<file path="src/rtl/huc6270_pkg.sv">
// Shared definitions for the HuC6270 VDC model: register selects, CPU port states
// and the address auto-increment decode.
package huc6270_pkg;

    localparam logic [4:0] AR_MAWR  = 5'h00;
    localparam logic [4:0] AR_MARR  = 5'h01;
    localparam logic [4:0] AR_VDATA = 5'h02;

    typedef enum logic [1:0] {
        IDLE     = 2'd0,
        WR_PEND  = 2'd1,
        RD_ISSUE = 2'd2,
        RD_WAIT  = 2'd3
    } port_state_t;

    function automatic logic [15:0] vdc_incr(input logic [1:0] sel);
        logic [15:0] step;
        case (sel)
            2'b00:   step = 16'd1;
            2'b01:   step = 16'd32;
            2'b10:   step = 16'd64;
            default: step = 16'd128;
        endcase
        return step;
    endfunction

endpackage

</file>
<file path="src/rtl/vdc_vram_cpu_port.sv">
// CPU-side VRAM initiator: MAWR/MARR/VWR/VRR registers with auto-increment and a
// one-word read-ahead, issuing VRAM cycles only in slots granted by the arbiter.
//
// state    | meaning
// IDLE     | no access outstanding, triggers accepted
// WR_PEND  | VWR word buffered, waiting for a slot to write at mawr
// RD_ISSUE | fetch of marr waiting for a slot
// RD_WAIT  | read issued, VRAM data arrives at the next edge into vrr
module vdc_vram_cpu_port
    import huc6270_pkg::*;
#(
    parameter int ADDR_W = 16
) (
    input  logic              clock,
    input  logic              reset_N,
    input  logic [4:0]        ar,
    input  logic              cpu_wr,
    input  logic              cpu_rd,
    input  logic              cpu_hi,
    input  logic [7:0]        cpu_din,
    output logic [7:0]        cpu_dout,
    input  logic [1:0]        incr_sel,
    input  logic              slot_grant,
    output logic [ADDR_W-1:0] vram_MA,
    output logic              vram_re,
    output logic              vram_we,
    output logic [15:0]       vram_wdata,
    input  logic [15:0]       vram_rdata,
    output logic              busy,
    output logic              overrun
);

    port_state_t       state, state_nxt;
    logic [ADDR_W-1:0] mawr, marr, ma_last, inc;
    logic [15:0]       vrr, wbuf, wdata_last;
    logic [7:0]        wlo, alo;

    logic wr_hi, wr_lo, rd_hi, idle;
    logic trig_mawr, trig_marr, trig_vwr, trig_vrr, trig_any, accept;

    assign inc = ADDR_W'(vdc_incr(incr_sel));

    // A simultaneous write strobe masks the read strobe.
    assign wr_hi = cpu_wr & cpu_hi;
    assign wr_lo = cpu_wr & ~cpu_hi;
    assign rd_hi = ~cpu_wr & cpu_rd & cpu_hi;

    assign trig_mawr = wr_hi & (ar == AR_MAWR);
    assign trig_marr = wr_hi & (ar == AR_MARR);
    assign trig_vwr  = wr_hi & (ar == AR_VDATA);
    assign trig_vrr  = rd_hi & (ar == AR_VDATA);
    assign trig_any  = trig_mawr | trig_marr | trig_vwr | trig_vrr;

    assign idle    = (state == IDLE);
    assign busy    = ~idle;
    assign accept  = trig_any & idle;
    assign overrun = trig_any & ~idle;

    always_ff @(posedge clock or negedge reset_N) begin
        if (!reset_N) begin
            state <= IDLE;
        end else begin
            state <= state_nxt;
        end
    end

    always_comb begin
        state_nxt = state;
        vram_re   = 1'b0;
        vram_we   = 1'b0;
        case (state)
            IDLE: begin
                if (accept && trig_vwr) begin
                    state_nxt = WR_PEND;
                end else if (accept && (trig_marr || trig_vrr)) begin
                    state_nxt = RD_ISSUE;
                end
            end
            WR_PEND: begin
                if (slot_grant) begin
                    vram_we   = 1'b1;
                    state_nxt = IDLE;
                end
            end
            RD_ISSUE: begin
                if (slot_grant) begin
                    vram_re   = 1'b1;
                    state_nxt = RD_WAIT;
                end
            end
            RD_WAIT: begin
                state_nxt = IDLE;
            end
            default: begin
                state_nxt = IDLE;
            end
        endcase
    end

    // Bus shows the pending address while waiting for a slot, the last one otherwise.
    assign vram_MA    = (state == WR_PEND)  ? mawr :
                        (state == RD_ISSUE) ? marr : ma_last;
    assign vram_wdata = (state == WR_PEND)  ? wbuf : wdata_last;

    always_ff @(posedge clock or negedge reset_N) begin
        if (!reset_N) begin
            mawr       <= '0;
            marr       <= '0;
            ma_last    <= '0;
            vrr        <= '0;
            wbuf       <= '0;
            wdata_last <= '0;
            wlo        <= '0;
            alo        <= '0;
        end else begin
            if (wr_lo && ((ar == AR_MAWR) || (ar == AR_MARR))) begin
                alo <= cpu_din;
            end
            if (wr_lo && (ar == AR_VDATA)) begin
                wlo <= cpu_din;
            end
            if (accept && trig_mawr) begin
                mawr <= ADDR_W'({cpu_din, alo});
            end else if (vram_we) begin
                mawr <= mawr + inc;
            end
            if (accept && trig_marr) begin
                marr <= ADDR_W'({cpu_din, alo});
            end else if (accept && trig_vrr) begin
                marr <= marr + inc;
            end
            if (accept && trig_vwr) begin
                wbuf <= {cpu_din, wlo};
            end
            if (vram_re || vram_we) begin
                ma_last <= vram_MA;
            end
            if (vram_we) begin
                wdata_last <= wbuf;
            end
            if (state == RD_WAIT) begin
                vrr <= vram_rdata;
            end
        end
    end

    assign cpu_dout = (ar == AR_VDATA) ? (cpu_hi ? vrr[15:8] : vrr[7:0]) : 8'h00;

endmodule

</file>
<file path="config.mk">
export PLATFORM = sky130hd
export DESIGN_NAME = vdc_vram_cpu_port
export DESIGN_NICKNAME = d
export VERILOG_FILES = /design/src/rtl/huc6270_pkg.sv /design/src/rtl/vdc_vram_cpu_port.sv
export SDC_FILE = /design/constraint.sdc
export NUM_CORES = 1
export LEC_CHECK = 0
export BUFFER_PORTS_ARGS = -buffer_cell sky130_fd_sc_hd__buf_2
export CAP_MARGIN = 20
export CORE_MARGIN = 2
export CORE_UTILIZATION = 52
export CTS_CLUSTER_SIZE = 28
export DETAILED_ROUTE_END_ITERATION = 8
export PLACE_DENSITY = 0.73
export RECOVER_POWER = 25
export SLEW_MARGIN = 20
export SYNTH_ARGS = -nofsm -noshare
export SYNTH_HDL_FRONTEND = slang
export SYNTH_SLANG_ARGS = --single-unit
</file>
<file path="constraint.sdc">
create_clock -name clock -period 3.1 [get_ports clock]
set_input_delay 0.62 -clock clock [delete_from_list [all_inputs] [get_ports clock]]
set_output_delay 0.62 -clock clock [all_outputs]
set_load 0.02 [all_outputs]
</file>
==> summary.md, run 1 <==
| Metric | Value |
|---|---|
| Hold Fails Final Rpt | 0 |
| Synth area leader | dfrtp_1 |
| First-pass GRT wire length | 26700 um |
| Period utilisation layout | 88.9% |
| Max transition margin | -15.2% |
| Routed WL | 16400 um |
| Routed Antenna Nets | 0 |
| Leak | 3.50 nW |
| CP arrival | 2.14 ns |
| Syn Nets | 685 |
| Diode count | 0 |
| Chip Width | 114 um |
| Most frequent cells after synthesis | dfrtp_1 (114), nand2_1 (82), mux2_2 (65) |
| Resized cells post-CTS | 0 |
| Crit path max fanout | 18 |
| FMAX | 363 MHz |
| Drt drc | 0 |
| Fin. max-slew vios | 31 |
| Syn avg cell area | 9.87 um^2 |
| Post-Syn Instances | 638 |
| Critical path class | flop to output pin |
| Async SR Flop Fraction | 100% |
| Endpoint class of the critical path | output pin |
| Final WS setup | 0.343 ns |
| CTS tree | yes |
| Period minus WS final | 2.76 ns |
| Final Core Density | 62.7% |
| Post-Syn Area | 6300 um^2 |
| NumNets Final | 760 |
| Outcome | finished, violations left |
| Detailed Route Iter0 Violations | 414 |
| Fill cell count | 1008 |
| Synth warn | 0 |
| Vias | 5351 |
| Worst slew pin tran | 1.73 ns |
| Post-CTS setup repair buffer count | 0 |
| Register area | 2860 um^2 |
| Via density | 6.13 |
| Clk buf depth | 2 |
| Area contributors post-synth | dfrtp_1 (45%), mux2_2 (12%), nand2_1 (4.9%) |
| Total die area | 13000 um^2 |
| Core Rows | 40 |
| Top_reg_cell synth | dfrtp_1 |
| Synth-to-layout area growth | 18.7% |
| Critical Path RT | 2.48 ns |
| Detailed placer's ending HPWL | 11300 um |
| CTS H-tree lvls | 4 |
| R2r setup slk | 0.75 ns |
| Hold_buf cts | 0 |
| Clock latency on the worst-skew pair | 0.42 ns |
| Setup TNS Final | 0 ns |
| Failing checks | max-capacitance violations, max-slew violations |
| Initial antenna violation count | 0 |
| Remaining Overflow, GRT | 0 |
| Ports | 81 |
| Hold slack | 0.433 ns |
| Dpl ws | 0.385 ns |
| PD cells | 860 nW/um^2 |
| Max Cap Viol | 1 |
| Worst-path clk slew | 0.05 ns |
| Post-synthesis sequential area ratio | 45.3% |
| Number of global-route vias before repair | 5255 |
| Multi-input logic area | 3240 um^2 |
| GPL Wtd Cong | 0.896 |
| Most frequent cell after synthesis | dfrtp_1 |
| Port bufs | 80 |
| Post-DR wirelength/cell | 18.8 um |
| CTS Sinks | 114 |
| Layout cells sized above 1 | 27.4% |
| Detailed Routing Iterations Pass 1 | 7 |
| Clock buffer count from CTS | 17 |
| Yosys reg bits | 114 |
| Final setup vio count | 0 |
| Total GRT Usage | 26.6% |
| Post-synth EDFFs | 0 |
| Die H | 114 um |
| RSZ-0062 raised after global routing | no |
| Maximum VDD drop | 0.456 mV |
| Hold Crit Class | input port to flop |
| Clock Tree Root | clkbuf_16 |
| Pin count of the biggest net entering global routing | 85 |
| Yosys top cell area share | 45.3% |
| Initial core utilization | 52.9% |
| CP startpoint kind | flop |
| Worst Clk Skew | 0.00532 ns |
| Core Footprint | 11900 um^2 |
| Cell variety after synth | 56 |
[worst max-delay path: stages (launching register included)]
cell	delay [ns]
dfrtp_2	0.54
and2b_1	0.17
buf_4	0.28
nand2_4	0.08
clkinv_2	0.17
buf_4	0.26
buf_2	0.20
[area by class of cell]
| type | count | share of cell area, % |
|---|---|---|
| clock inverters | 10 | 2.09 |
| inverters | 8 | 0.419 |
| well taps | 147 | 2.46 |
| flip-flops and latches | 114 | 38.2 |
| clock buffers | 22 | 6.21 |
| multi-input cells | 476 | 43.3 |
| repair buffers | 96 | 7.28 |
[state kept, by name, indices dropped and copies added (netlist names)]
signal and cells:
state 2, wlo 8, wdata_last 16, mawr 16
wbuf 16, vrr 16, ma_last 16, alo 8
marr 16
[report_power, final]
group	switching, W	leakage [nW]	internal (W)
Sequential	0.000354	1.49	0.00186
Combinational	0.00121	1.71	0.000941
Clock	0.000671	0.304	0.00138
[per-layer routing]
metal | up-vias | routed length [um] | global-route usage, %
li1 | 2496 | - | -
met1 | 2600 | 6920 | 35.3
met2 | 212 | 7910 | 41.7
met3 | 43 | 1110 | 5.74
met4 | 0 | 461 | 12.7
met5 | - | 0 | 0
[layout by cell type, fill, tap and decap left out, types with 4 or more instances in the layout]
master / Yosys / layout
a21oi_1: 36 / 36
o211ai_1: 20 / 20
ha_1: 10 / 10
a31oi_1: 5 / 5
bufinv_16: 0 / 4
nand4_1: 5 / 5
dfrtp_1: 114 / 112
mux2i_1: 25 / 25
buf_4: 1 / 14
nand2_1: 82 / 82
nand2b_1: 17 / 17
a211oi_1: 4 / 4
clkinv_2: 1 / 5
nor2_1: 34 / 34
nor2b_1: 4 / 4
o22ai_1: 18 / 18
and3_1: 8 / 8
inv_1: 7 / 7
nor3_1: 6 / 6
a22oi_1: 7 / 7
nand3_1: 11 / 11
o22a_1: 19 / 19
o21ai_0: 50 / 50
clkbuf_16: 0 / 17
xor2_1: 7 / 7
mux2_2: 65 / 65
buf_2: 5 / 79
clkbuf_1: 30 / 4
[through the flow]
step	total power, W	instance area, um^2	std cells
after floorplan	0.00373	6300	638
after global placement	0.00426	6860	841
after detailed placement	0.00438	6860	841
after CTS	0.00645	7480	873
after global routing	0.00678	7470	873
final	0.00642	7470	873
[kinds of logic (layout without fill, tap and decap cells)]
| logic type | count (synthesis) | in the layout | share of synthesized area, % |
|---|---|---|---|
| AO/OA/AOI/OAI | 180 | 180 | 18.4 |
| XOR/XNOR | 10 | 10 | 1.39 |
| adder cells (fa/ha/maj) | 10 | 10 | 1.99 |
| buffers and inverters | 48 | 136 | 3.28 |
| flip-flops | 114 | 114 | 45.3 |
| multiplexers | 90 | 90 | 15.6 |
| AND/OR/NAND/NOR | 186 | 186 | 14.1 |
[worst paths after layout]
| path | from | to | cells after the start |
|---|---|---|---|
| worst max-delay path | state[0] | vram_we | 6 |
| worst min-delay path | vram_rdata[3] | vrr[3] | 2 |
| worst max register to register | state[0] | mawr[15] | 8 |
| worst min register to register | wdata_last[10] | wdata_last[10] | 2 |
| max in group asynchronous | reset_N | state[0] | 2 |
| min in group asynchronous | reset_N | ma_last[6] | 1 |
Power figures use the tool's default switching activity.
==> inputs of run 2 (changes only) <==
--- a/config.mk
+++ b/config.mk
@@ -8,10 +8,10 @@
 export BUFFER_PORTS_ARGS = -buffer_cell sky130_fd_sc_hd__buf_2
 export CAP_MARGIN = 20
 export CORE_MARGIN = 2
-export CORE_UTILIZATION = 52
+export CORE_UTILIZATION = 40
 export CTS_CLUSTER_SIZE = 28
 export DETAILED_ROUTE_END_ITERATION = 8
-export PLACE_DENSITY = 0.73
+export GPL_TIMING_DRIVEN = 0
 export RECOVER_POWER = 25
 export SLEW_MARGIN = 20
 export SYNTH_ARGS = -nofsm -noshare
==> summary.md, run 2 (synthesis gave the netlist of run 1 again) <==
| Metric | Value |
|---|---|
| Outcome | finished, violations left |
| Failing checks | max-capacitance violations, max-slew violations |
| Terminus of the critical flop-to-flop path | marr[14] |
| Detailed placer's ending HPWL | 13100 um |
| Detailed Routing Iterations Pass 1 | 5 |
| Critical path class | flop to output pin |
| FMAX | 329 MHz |
| Total power draw | 0.00640 W |
| FF-to-FF path depth | 7 |
| Max Cap Viol | 1 |
| Dpl ws | 0.0256 ns |
| Diode count | 0 |
| Initial antenna violation count | 0 |
| Number of global-route vias before repair | 5437 |
| Clk buf depth | 2 |
| Drt drc | 0 |
| Total die area | 16800 um^2 |
| Critical Path RT | 2.48 ns |
| Initial core utilization | 41.1% |
| Hold slack | 0.433 ns |
| Layout cells sized above 1 | 25.9% |
| Remaining Overflow, GRT | 0 |
| Post-DR wirelength/cell | 19.1 um |
| Vias | 5492 |
| CTS Sinks | 114 |
| Worst Clk Skew | 0.00792 ns |
| CP arrival | 2.42 ns |
| Crit. Startpoint | state[0] |
| Hold Fails Final Rpt | 0 |
| Total GRT Usage | 22.4% |
| GPL Wtd Cong | 0.878 |
| CTS H-tree lvls | 4 |
| CP startpoint kind | flop |
| Core Footprint | 15300 um^2 |
| Synth-to-layout area growth | 20.1% |
| Hold_buf cts | 0 |
| RSZ-0062 raised after global routing | no |
| Routed Antenna Nets | 0 |
| Final setup vio count | 0 |
| Via density | 5.72 |
| Detailed Route Iter0 Violations | 397 |
| Endpoint class of the critical path | output pin |
| Max transition margin | -61.2% |
| Clock latency on the worst-skew pair | 0.42 ns |
| PD cells | 847 nW/um^2 |
| R2r setup slk | 0.76 ns |
| Crit path max fanout | 10 |
| Clock Tree Root | clkbuf_16 |
| Worst-path clk slew | 0.06 ns |
| CTS tree | yes |
| Commonest non-fill, non-tap cell in the layout | dfrtp_1 |
| Clock buffer count from CTS | 17 |
| Ports | 81 |
| Hold Crit Class | input port to flop |
| Fin. max-slew vios | 44 |
| Port bufs | 79 |
| Period minus WS final | 3.04 ns |
| Die H | 129 um |
| NumNets Final | 783 |
| Worst Setup EP | vram_MA[2] |
| Worst R2R Start | marr[0] |
| Placed inst area | 6990 um^2 |
| Core Rows | 45 |
| Chip Width | 129 um |
| Worst slew pin tran | 2.42 ns |
| Period utilisation layout | 98.1% |
| Commonest cells after routing, fill and taps aside | dfrtp_1 (114), buf_2 (84), nand2_1 (82), mux2_2 (65), o21ai_0 (50) |
| Design area | 7560 um^2 |
| Routed WL | 18300 um |
| Leak | 3.48 nW |
| Final WS setup | 0.0604 ns |
| Pin count of the biggest net entering global routing | 73 |
| First-pass GRT wire length | 28900 um |
| Maximum VDD drop | 0.541 mV |
-- run 2: cell count changes in the layout (fill, tap and decap cells not counted), moves of 3 or more --
| cell | previous run | this run |
|---|---|---|
| clkbuf_1 | 4 | 27 |
| buf_4 | 14 | 1 |
| buf_2 | 79 | 84 |
| buf_1 | 0 | 3 |
| buf_6 | 0 | 3 |
| clkinvlp_4 | 1 | 4 |
-- run 2: critical path, cell delays in order, from the launching register on --
cell and delay (ns):
dfrtp_1 0.31, buf_2 0.21, clkbuf_1 0.41, buf_1 0.51, o211ai_1 0.17, o21ai_0 0.17
buf_2 0.23
-- run 2: worst min path at each step --
stage,cells past startpoint,to,startpoint,slack (ns)
detailed placement,2,wdata_last[3],wdata_last[3],0.46
floorplan,0,alo[0],reset_N,0.32
global route,2,vrr[8],vram_rdata[8],0.42
CTS,1,ma_last[12],reset_N,0.13
finish,2,vrr[6],vram_rdata[6],0.43
global placement,2,wdata_last[1],wdata_last[1],0.45
-- run 2: through the flow --
stage	utilization, %	TNS, ns	instances
after floorplan	-	0	638
after global placement	45.4	-1.23	928
after detailed placement	45.6	0	929
after CTS	49.5	0	960
after global routing	49.4	0	960
final	49.4	0	960
-- run 2: cell type report --
cell class,instances,area (um^2)
Buffer,39,174
Clock buffer,20,467
Clock inverter,12,131
Fill cell,1464,7750
Inverter,8,31.3
Multi-Input combinational cell,476,3240
Sequential cell,114,2850
Tap cell,211,264
Timing Repair Buffer,80,405
-- run 2: layer usage --
metal / up-vias / routed length [um] / global-route usage (%)
met1: 2716 / 8480 / 31.0
met2: 201 / 8200 / 34.6
met3: 35 / 1230 / 6.32
li1: 2540 / - / -
met4: 0 / 414 / 6.64
met5: - / 0 / 0
-- run 2: timing repair --
action                                  CTS  global route
endpoints found under the setup margin    9             8
gates resized for setup                   1             4
cloned                                    0             0
pin swaps                                 0             0
setup buffers                             0             0
-- run 2: where the power goes --
group / internal, W / total (W) / switching [W]
clock: 0.00125 / 0.00197 / 0.000722
sequential: 0.00186 / 0.00221 / 0.000350
combinational: 0.000937 / 0.00222 / 0.00129
total: 0.00404 / 0.00640 / 0.00236
==> inputs of run 3 (changes only) <==
==> constraint.sdc (replaced) <==
create_clock -name clock -period 3.1 [get_ports clock]
set_input_delay 0.62 -clock clock [delete_from_list [all_inputs] [get_ports clock]]
set_output_delay 0.62 -clock clock [all_outputs]
set_load 0.05 [all_outputs]
==> summary.md, run 3 (synthesis gave the netlist of run 1 again) <==
| Metric | Value |
|---|---|
| Worst Clk Skew | 0.0127 ns |
| FMAX | 326 MHz |
| Setup TNS Final | 0 ns |
| Commonest non-fill, non-tap cell in the layout | dfrtp_1 |
| Hold Fails Final Rpt | 0 |
| Port bufs | 79 |
| Leak | 3.50 nW |
| CTS tree | yes |
| Endpoint class of the critical path | output pin |
| Initial antenna violation count | 0 |
| Hold EP | vrr[10] |
| Final setup vio count | 0 |
| Detailed placer's ending HPWL | 13200 um |
| NumNets Final | 783 |
| Design area | 7540 um^2 |
| Period utilisation layout | 99.0% |
| Total GRT Usage | 22.6% |
| Total power draw | 0.00674 W |
| Drt drc | 0 |
| First-pass GRT wire length | 28900 um |
| Via density | 5.76 |
| Max transition margin | 5.37% |
| Diode count | 0 |
| Clk buf depth | 2 |
| Post-DR wirelength/cell | 19.1 um |
| Clock buffer count from CTS | 17 |
| Hold_buf cts | 0 |
| Clock Tree Root | clkbuf_16 |
| Outcome | completed |
| Worst stage delay on the critical path | 0.31 ns |
| Crit path max fanout | 10 |
| Levels on crit path | 7 |
| Detailed Routing Iterations Pass 1 | 5 |
| Crit-path leading delay family | buffers and inverters |
| Core Footprint | 15300 um^2 |
| Worst R2R Start | marr[0] |
| Remaining Overflow, GRT | 0 |
| Synth-to-layout area growth | 19.8% |
| Pin count of the biggest net entering global routing | 64 |
| Layout cells sized above 1 | 26.1% |
| Period minus WS final | 3.07 ns |
| Core Rows | 45 |
| RSZ-0062 raised after global routing | no |
| R2r setup slk | 0.76 ns |
| CTS Sinks | 114 |
| Post-CTS setup repair buffer count | 0 |
| CP arrival | 2.45 ns |
| FF-to-FF path depth | 7 |
| Worst-path clk slew | 0.05 ns |
| Worst slew pin tran | 1.42 ns |
| Chip Width | 129 um |
| PD cells | 894 nW/um^2 |
| Fill cell count | 1454 |
| CP max stage cell | dfrtp_1 |
| Buf/Inv on CP | 5 |
| Initial core utilization | 41.1% |
| CP startpoint kind | flop |
| Clock latency on the worst-skew pair | 0.42 ns |
| Routed WL | 18300 um |
| Multi-input logic area | 3240 um^2 |
| Commonest cells after routing, fill and taps aside | dfrtp_1 (114), buf_2 (84), nand2_1 (82), mux2_2 (65), o21ai_0 (50) |
| Maximum VDD drop | 0.486 mV |
| CTS H-tree lvls | 4 |
| Critical Path RT | 2.48 ns |
| Vias | 5520 |
| Number of global-route vias before repair | 5507 |
| Hold_sp | vram_rdata[10] |
| Max Cap Viol | 0 |
| Crit-path cells | buf_2 -> clkbuf_2 -> buf_2 -> clkbuf_4 -> o211ai_1 -> o21ai_0 -> clkbuf_4 |
| Total die area | 16800 um^2 |
| Ports | 81 |
| Routed Antenna Nets | 0 |
| Fin. max-slew vios | 0 |
| Terminus of the critical flop-to-flop path | marr[14] |
| Critical path class | flop to output pin |
| Hold Crit Class | input port to flop |
| Final Core Density | 49.2% |
| Register area | 2850 um^2 |
| Hold slack | 0.435 ns |
| Detailed Route Iter0 Violations | 429 |
| Die H | 129 um |
| Placed inst area | 7000 um^2 |
| GPL Wtd Cong | 0.877 |
| Worst Hold Path Cells | 2 |
## run 3: cell count changes in the layout (fill, tap and decap cells not counted), moves of 2 or more
cell / change
clkbuf_2: +3
clkbuf_4: +2
clkbuf_8: +3
clkinv_4: -2
clkinvlp_4: -4
## run 3: metrics by stage
step	worst slack (ns)	instances
floorplan	0.182	638
global placement	-0.000559	928
global route	0.00120	958
detailed placement	-0.0686	929
CTS	0.00715	959
finish	0.0319	958
## run 3: where the power goes
group | internal [W] | leakage [nW] | switching, W | total, W
clock network | 0.00121 | 0.285 | 0.000659 | 0.00187
logic | 0.000950 | 1.72 | 0.00171 | 0.00266
registers | 0.00186 | 1.49 | 0.000352 | 0.00221
total | 0.00403 | 3.50 | 0.00272 | 0.00674
## run 3: worst register-to-register path, delay by kind of cell (launching register included)
kind,cells,cell delay [ns]
compound gates,3,0.89
fa+ha+maj,2,0.49
flops,1,0.45
simple gates,2,0.41
## run 3: timing repair
action                                  in CTS  in global routing
endpoints found under the setup margin      13                 15
resized for setup                            4                  6
pin swaps                                    0                  0
## run 3: worst max path at each step
stage	startpoint	to	slack, ns
global placement	reset_N	wdata_last[2]	-0.0006
CTS	state[0]	vram_MA[6]	0.007
finish	state[0]	vram_MA[6]	0.03
global route	state[0]	vram_we	0.001
detailed placement	state[0]	vram_MA[6]	-0.07
floorplan	ar[3]	overrun	0.18
## run 3: layer usage
layer	GRT usage [%]	part of all wire, %
met3	5.62	7.8
met2	34.7	45
met1	30.6	44
met5	0	0
met4	9.99	3.1
## run 3: cell type report
class                           count  share of cell area, %
Multi-Input combinational cell    476                   43.0
Clock inverter                      5                  0.664
Timing Repair Buffer               80                   5.34
Clock buffer                       25                   6.84
Buffer                             39                   2.39
Inverter                            8                  0.415
Sequential cell                   114                   37.8
Tap cell                          211                   3.50
